`config.mk`:
```
export PLATFORM = sky130hd
export DESIGN_NAME = aig_tt_reader
export DESIGN_NICKNAME = d
export VERILOG_FILES = /design/src/rtl/aig_tt_pkg.sv /design/src/rtl/aig_tt_mem.sv /design/src/rtl/aig_tt_reader.sv
export SDC_FILE = /design/constraint.sdc
export NUM_CORES = 1
export LEC_CHECK = 0
export BUFFER_PORTS_ARGS = -buffer_cell sky130_fd_sc_hd__buf_2
export CORE_ASPECT_RATIO = 2
export CORE_MARGIN = 2
export CORE_UTILIZATION = 48
export CTS_CLUSTER_SIZE = 8
export DETAILED_ROUTE_END_ITERATION = 10
export HOLD_SLACK_MARGIN = 0.05
export PLACE_DENSITY_LB_ADDON = 0.1
export SLEW_MARGIN = 20
export SYNTH_ARGS = -nofsm -noshare
export SYNTH_HDL_FRONTEND = slang
export SYNTH_SLANG_ARGS = --single-unit
```
`constraint.sdc`:
```
create_clock -name clk -period 7.7 [get_ports clk]
set_input_delay 1.54 -clock clk [delete_from_list [all_inputs] [get_ports clk]]
set_output_delay 1.54 -clock clk [all_outputs]
set_load 0.005 [all_outputs]
```
`src/rtl/aig_tt_pkg.sv`:
```
// Shared types and helpers for the truth-table reader: FSM states and the
// rotate-XOR signature step.
package aig_tt_pkg;

  localparam int SIG_W = 16;

  typedef enum logic [1:0] {
    ST_IDLE   = 2'd0,
    ST_APPLY  = 2'd1,
    ST_STREAM = 2'd2
  } state_t;

  // Rotate left by one, then fold in the (already zero-extended) output word.
  function automatic logic [SIG_W-1:0] sig_step(input logic [SIG_W-1:0] s,
                                                input logic [SIG_W-1:0] f);
    return {s[SIG_W-2:0], s[SIG_W-1]} ^ f;
  endfunction

endpackage

```
`src/rtl/aig_tt_mem.sv`:
```
// Truth-table storage: one synchronous write port, one asynchronous read port.
// Contents are not reset; every row is rewritten before it is streamed.
module aig_tt_mem #(
  parameter int N_IN  = 3,
  parameter int N_OUT = 7
) (
  input  logic             i_clk,
  input  logic             i_we,
  input  logic [N_IN-1:0]  i_waddr,
  input  logic [N_OUT-1:0] i_wdata,
  input  logic [N_IN-1:0]  i_raddr,
  output logic [N_OUT-1:0] o_rdata
);

  localparam int ROWS = 1 << N_IN;

  logic [N_OUT-1:0] r_mem [ROWS];

  always_ff @(posedge i_clk) begin
    if (i_we) r_mem[i_waddr] <= i_wdata;
  end

  assign o_rdata = r_mem[i_raddr];

endmodule

```
`src/rtl/aig_tt_reader.sv`:
```
// Sweeps every input vector of a combinational circuit, captures its outputs
// into a table plus a rotate-XOR signature, then streams the table out.
module aig_tt_reader
  import aig_tt_pkg::*;
#(
  parameter int N_IN   = 3,
  parameter int N_OUT  = 7,
  parameter int SETTLE = 1
) (
  input  logic             clk,
  input  logic             rst,
  input  logic             start,
  output logic             busy,
  output logic [N_IN-1:0]  x_o,
  input  logic [N_OUT-1:0] f_i,
  output logic             out_valid,
  input  logic             out_ready,
  output logic [N_OUT-1:0] out_data,
  output logic [N_IN-1:0]  out_idx,
  output logic             out_last,
  output logic             done,
  output logic [SIG_W-1:0] sig,
  output state_t           dbg_state
);

  localparam logic [N_IN:0] LAST_ROW   = {1'b0, {N_IN{1'b1}}};
  localparam logic [N_IN:0] ROW_ONE    = {{N_IN{1'b0}}, 1'b1};
  localparam logic [3:0]    CNT_RELOAD = 4'(SETTLE - 1);

  state_t           r_state, w_state_nxt;
  logic [N_IN:0]    r_row, w_row_nxt;
  logic [N_IN:0]    r_rd, w_rd_nxt;
  logic [3:0]       r_cnt, w_cnt_nxt;
  logic [SIG_W-1:0] r_sig, w_sig_nxt;
  logic [N_IN-1:0]  r_x, w_x_nxt;
  logic             r_valid, w_valid_nxt;
  logic [N_OUT-1:0] r_data, w_data_nxt;
  logic [N_IN-1:0]  r_idx, w_idx_nxt;
  logic             r_last, w_last_nxt;
  logic             r_done, w_done_nxt;
  logic             r_busy;
  logic             w_we;
  logic             w_xfer;
  logic [N_OUT-1:0] w_rdata;
  logic [SIG_W-1:0] w_f_ext;

  // Handshake: a row moves when out_valid && out_ready at a rising edge; while
  // out_valid is high and out_ready low, out_data/out_idx/out_last hold.
  assign w_xfer  = r_valid & out_ready;
  assign w_f_ext = SIG_W'(f_i);

  aig_tt_mem #(
    .N_IN  (N_IN),
    .N_OUT (N_OUT)
  ) u_mem (
    .i_clk   (clk),
    .i_we    (w_we),
    .i_waddr (r_row[N_IN-1:0]),
    .i_wdata (f_i),
    .i_raddr (w_rd_nxt[N_IN-1:0]),
    .o_rdata (w_rdata)
  );

  always_comb begin
    w_state_nxt = r_state;
    w_row_nxt   = r_row;
    w_rd_nxt    = r_rd;
    w_cnt_nxt   = r_cnt;
    w_sig_nxt   = r_sig;
    w_we        = 1'b0;
    w_done_nxt  = 1'b0;
    case (r_state)
      ST_IDLE: begin
        if (start) begin
          w_state_nxt = ST_APPLY;
          w_row_nxt   = '0;
          w_cnt_nxt   = CNT_RELOAD;
          w_sig_nxt   = '0;
        end
      end
      ST_APPLY: begin
        if (r_cnt == 4'd0) begin
          w_we      = 1'b1;
          w_sig_nxt = sig_step(r_sig, w_f_ext);
          w_cnt_nxt = CNT_RELOAD;
          if (r_row == LAST_ROW) begin
            w_state_nxt = ST_STREAM;
            w_row_nxt   = '0;
            w_rd_nxt    = '0;
          end else begin
            w_row_nxt = r_row + ROW_ONE;
          end
        end else begin
          w_cnt_nxt = r_cnt - 4'd1;
        end
      end
      ST_STREAM: begin
        if (w_xfer) begin
          if (r_rd == LAST_ROW) begin
            w_state_nxt = ST_IDLE;
            w_rd_nxt    = '0;
            w_done_nxt  = 1'b1;
          end else begin
            w_rd_nxt = r_rd + ROW_ONE;
          end
        end
      end
      default: w_state_nxt = ST_IDLE;
    endcase

    // Output registers are loaded from next-state values so every port is a flop.
    w_x_nxt     = (w_state_nxt == ST_APPLY) ? w_row_nxt[N_IN-1:0] : '0;
    w_valid_nxt = (w_state_nxt == ST_STREAM);
    w_data_nxt  = w_valid_nxt ? w_rdata : '0;
    w_idx_nxt   = w_valid_nxt ? w_rd_nxt[N_IN-1:0] : '0;
    w_last_nxt  = w_valid_nxt && (w_rd_nxt == LAST_ROW);
  end

  always_ff @(posedge clk) begin
    if (rst) begin
      r_state <= ST_IDLE;
      r_row   <= '0;
      r_rd    <= '0;
      r_cnt   <= '0;
      r_sig   <= '0;
      r_x     <= '0;
      r_valid <= 1'b0;
      r_data  <= '0;
      r_idx   <= '0;
      r_last  <= 1'b0;
      r_done  <= 1'b0;
      r_busy  <= 1'b0;
    end else begin
      r_state <= w_state_nxt;
      r_row   <= w_row_nxt;
      r_rd    <= w_rd_nxt;
      r_cnt   <= w_cnt_nxt;
      r_sig   <= w_sig_nxt;
      r_x     <= w_x_nxt;
      r_valid <= w_valid_nxt;
      r_data  <= w_data_nxt;
      r_idx   <= w_idx_nxt;
      r_last  <= w_last_nxt;
      r_done  <= w_done_nxt;
      r_busy  <= (w_state_nxt != ST_IDLE);
    end
  end

  assign busy      = r_busy;
  assign x_o       = r_x;
  assign out_valid = r_valid;
  assign out_data  = r_data;
  assign out_idx   = r_idx;
  assign out_last  = r_last;
  assign done      = r_done;
  assign sig       = r_sig;
  assign dbg_state = r_state;

endmodule

```
== Word level (Yosys, flattened, before mapping) ==
Memories as Yosys holds them, arrays and structs flattened. A register that Yosys moved wholly into a read port is not among the register bits.
Cells that the tools add are included.

* Register bits after elaboration: 40
* Memory bits (writable): 56
* Bits of input ports: 11
* Output and inout bits: 35
* Word-level logic and storage cells: 67
* Memories kept: 1

{| class="wikitable"
|+ Memories
! name !! depth !! bits a word !! rd ports !! clocked after memory_dff !! write ports !! line !! source
|-
| u_mem.r_mem || 8 || 7 || 1 || 1 || 1 || aig_tt_mem.sv:17 || <nowiki>logic [N_OUT-1:0] r_mem [ROWS];</nowiki>
|}

* $add $sub $neg: 3
* Equal/unequal tests: 9
* Multiplexer cells: 26
* Bitwise gates (word level): 6
* Reduce and logical (&&, ||, !) cells: 10

{| class="wikitable"
|+ Operators with widths
! cell !! number
|-
| $mux 4 || 9
|-
| $mux 16 || 2
|-
| $pmux 16 s2 || 1
|-
| $pmux 4 s2 || 3
|-
| $xor 16x7->16 || 1
|-
| $eq 4x3->1 const B || 3
|-
| $mux 2 || 5
|-
| $add 4x1->4 const B || 2
|-
| $pmux 2 s3 || 1
|-
| $mux 1 || 5
|-
| $eq 2x1->1 const B || 2
|-
| $eq 2x2->1 const B || 2
|-
| $logic_not 4->1 || 1
|-
| $ne 2x2->1 const B || 2
|-
| $not 1->1 || 4
|-
| $reduce_bool 2->1 || 2
|-
| $reduce_or 2->1 || 2
|-
| $sub 4x1->4 const B || 1
|-
| $reduce_and 3->1 || 1
|-
| $reduce_or 3->1 || 1
|-
| $logic_not 2->1 || 1
|-
| $reduce_and 2->1 || 1
|-
| $and 1x1->1 || 1
|-
| $logic_and 1x1->1 || 1
|}

== Depth between registers and ports, before layout ==
* Depth after elaboration: 7
* Depth in mapped cells: 10
* Depth with buffers taken out: 8

== Cells and area by module ==
From an unflattened synthesis, not the netlist that was laid out.

* Cell total of the unflattened synthesis: 294
* Area, all modules: 4209.0 µm²

{| class="wikitable"
|+ By module, submodules not included
! module !! times used !! cells each !! area an instance (µm²) !! seq. area each (µm²)
|-
| aig_tt_mem || 1 || 94 || 2225.9 || 1681.6
|-
| aig_tt_reader || 1 || 200 || 1983.2 || 940.9
|}

== Least setup slack after synthesis ==
OpenSTA, ideal clock, no wires.

* Path kind: input to register
* From: in out_ready
* To: reg r_data[0] (netlist: out_data[0]), read port of u_mem.r_mem
* Library setup time: 117 ps
* Arrival: 3017 ps
* Data required time: 7583 ps
* Setup slack: 4567 ps
* Stages on the path: 7
* Buffers on the path: 2
* Path through: and4_1 > a21oi_1 > a41o_1 > buf_4 > buf_2 > mux4_1 > a22o_1

* Word-level cells in the longest chain between the ends: 6
* Elaborated cells between the ends (all ways): 8
* Classes of those cells: eq/ne: 1; mux: 4; bitwise: 2; reduce/logical: 1

{| class="wikitable"
|+ Ends and longest elaborated chain
! element !! line !! source
|-
| start, declared || aig_tt_reader.sv:17 || <nowiki>input logic out_ready,</nowiki>
|-
| $and 1x1->1 * || aig_tt_reader.sv:49 || <nowiki>assign w_xfer = r_valid & out_ready;</nowiki>
|-
| $mux 2 || aig_tt_reader.sv:98 || <nowiki>if (w_xfer) begin</nowiki>
|-
| $pmux 2 s3 || aig_tt_reader.sv:72 || <nowiki>case (r_state)</nowiki>
|-
| $eq 2x2->1 || aig_tt_reader.sv:113 || <nowiki>w_valid_nxt = (w_state_nxt == ST_STREAM);</nowiki>
|-
| $not 1->1 (no line) || - ||
|-
| $reduce_or 2->1 (no line) || - ||
|-
| end, declared || aig_tt_reader.sv:37 || <nowiki>logic [N_OUT-1:0] r_data, w_data_nxt;</nowiki>
|}

Mark *: on every way between the ends. The rest lies on a longest branch, timed or not.
A chain may end at the register's enable or synchronous reset.

== Worst setup path after layout ==
* From: in out_ready
* To: reg r_data[4] (netlist: out_data[4]), read port of u_mem.r_mem

The elaborated chain is that of the path after synthesis.

==> impl_metrics.toml <==
[power_and_ir_drop]
peakVddDrop_uv = 151.8
leakage_nw = 1.817
p_per_area_nw_per_um2 = 237.2
power.total_mw = 1.114

[yosys]
avgSynthCellArea_um2 = 14.30
synthArstFlopShare = 0
yosysWarnings = 0
ys_ff_latch = 103
synth_cell_types = 50
syn_area_um2 = 4089
synth-edff-count = 56
synth.net_count = 304
syn_inst = 286
seq_area_frac_synth = 0.6414
synth_ff_type = "edfxtp_1"

[floorplan]
pin_count = 46
core_area_um2 = 8292
die-area_um2 = 9318
die_w_um = 69.27
fp.dieH_um = 134.5
start_util = 0.4931
rows = 47

[clock_tree]
cts_max_level = 3
cts_setup_buffers = 0
root_buffer = "clkbuf_16"
cts_tree = "done"
clk_latency_ps = 340
holdBufCountCts = 0
cts_sinks = 103
clk_pin_slew_ps = 70
cts_buffers = 9
post_cts_resized = 0
clockBufferDepth = 2

[sta]
slew_headroom = 0.3809
finalSetupViolCount = 0
min_period_ps = 3303
setup_tns_ps = 0
hold_viol = 0
max_freq_mhz = 302.8
tightest_slew_ps = 925.2
setup_ws_ps = 4397
holdWs_ps = 506.5
drv_slew = 0
skew_ps = 7.663
rsz0062_at_grt = "no"
period_share = 0.4290

[setup_path]
cp-end-kind = "register"
worstSetupPathType = "in2reg"
path_buf_inv = 1
cp_cell_sequence = "buf_2, and4_1, a21oi_1, a41o_1, mux4_1, a22o_1"
required_ps = 7930
worstSetupStartpoint = "out_ready"
start_kind = "input pin"
arrival_ps = 3530
slowest_stage = "a41o_1"
critPathTopFamily = "compound AO/OA/AOI/OAI gates"
slowest_delay_ps = 670
cp_max_fo = 17
reg2reg_from = "r_cnt[0]"

[outcome]
status = "finished clean"

[placement]
place_area_um2 = 4385
dp_hpwl_um = 5787
numPlacedInstances = 420
io_buffers = 45
dpl_worst_slack_ps = 4004
routabilityCongestion = 0.7421

[global_route]
grt_max_degree = 28
grt_pass1_wl_um = 13110
grt_pass1_vias = 2494
gr-total-overflow = 0
antenna_found_initial = 0
grt_usage = 0.1926

[cells_and_area]
fin_util = 0.5662
stdcell_area_um2 = 4695
finalNonFillerCells = 436
fin_nets = 351
drive_gt1_frac = 0.2101
diodes = 0
area_growth_pct = 14.81

[route]
wire_per_inst_um = 19.14
wl_um = 8345
drc_errors = 0
drtPass1Iterations = 4
viasPerCell = 5.768
vias = 2515
drt-initial-drc-count = 101
antenna_left = 0

[min_path]
hp-start = "sig[6]"
hold_class = "reg2reg"

[flow_run]
max-cap-violations = 0
==> flip-flops by register name, summed over array words and instances (netlist names) <==
signal and flops:
busy 1, dbg_state 2, done 1, out_data 7, out_idx 3, out_last 1, out_valid 1, r_cnt 4
r_rd 4, r_row 4, sig 16, u_mem.r_mem 56, x_o 3
==> per-layer routing <==
metal	vias to the layer above	part of all wire	global-route usage
li1	1192	-	-
met1	1258	0.35	0.1851
met2	52	0.59	0.3729
met3	13	0.025	0.03881
met4	0	0.031	0.1035
met5	-	0	0
==> cells in the final DEF, fill, tap and decap left out, drive strengths merged, types with 2 or more instances in the layout <==
| cell | n |
|---|---|
| a22oi | 11 |
| a21boi | 2 |
| or3b | 2 |
| o21a | 2 |
| clkinv | 3 |
| and2 | 2 |
| and4 | 2 |
| xor2 | 7 |
| nor3 | 6 |
| and3 | 3 |
| o21ai | 9 |
| or3 | 2 |
| nand2b | 5 |
| nor2b | 5 |
| mux4 | 14 |
| clkbuf | 9 |
| dfxtp | 47 |
| ha | 7 |
| a22o | 14 |
| a21oi | 9 |
| nand3b | 2 |
| buf | 47 |
| edfxtp | 56 |
| nand3 | 6 |
| nor2 | 32 |
| inv | 8 |
| clkinvlp | 2 |
| nand2 | 6 |
==> worst register-to-register path: cells and delay by family (launching register included) <==
family,cells,cell delay [ps]
and+or+nand+nor,1,410
AOI/OAI and AO/OA,3,1360
buffers and inverters,1,70
muxes,1,650
DFF,1,340
adders and majority gates,1,190
==> final cells by class <==
class | count | area, µm²
clock buffer | 9 | 225.2
sequential | 103 | 2623
fill | 679 | 3597
inverter | 7 | 26.28
clock inverter | 7 | 83.83
multi-input combinational | 165 | 1374
timing repair buffer | 47 | 240.2
tap | 98 | 122.6
==> synth_stat cells (2+ instances only) <==
cell type   n  share of area
a22oi_1    11          0.020
nor2_1     32          0.029
nor3_1      6         0.0073
a22o_1     14          0.030
o21ai_0     8         0.0098
inv_1       6         0.0055
xor2_1      7          0.015
nand3b_1    2         0.0037
nor2b_1     5         0.0076
o21a_1      2         0.0037
buf_2       2         0.0024
edfxtp_1   56           0.41
and4_1      2         0.0043
and3_1      3         0.0046
dfxtp_1    47           0.23
mux4_1     13          0.084
ha_1        7          0.021
a21boi_0    2         0.0037
a21oi_1     9          0.011
clkbuf_1    6         0.0055
nand2b_1    5         0.0076
or3_1       2         0.0031
nand3_1     6         0.0073
and2_1      2         0.0031
nand2_1     6         0.0055
==> kinds of logic after synthesis <==
family / count (synthesis) / share of synthesized area
multiplexers: 16 / 0.09425
XOR/XNOR: 8 / 0.01714
AO/OA/AOI/OAI: 55 / 0.1013
buffers and inverters: 18 / 0.02264
AND/OR/NAND/NOR: 79 / 0.1019
flip-flops: 103 / 0.6414
adder cells (fa/ha/maj): 7 / 0.02142
==> worst paths after layout <==
check           endpoint  slack [ps]  cells after the start
max reg2reg  out_data[4]        4590                      7
min reg2reg       sig[6]         510                      1
min               sig[6]         510                      1
max          out_data[4]        4400                      6
==> where the power goes <==
group	internal, mW	switching, mW	leakage [nW]
Combinational	0.0225	0.0405	0.788
Clock	0.256	0.201	0.145
Sequential	0.588	0.00608	0.885
Total	0.866	0.247	1.82
Note: power is estimated with default switching activity, not from simulation.
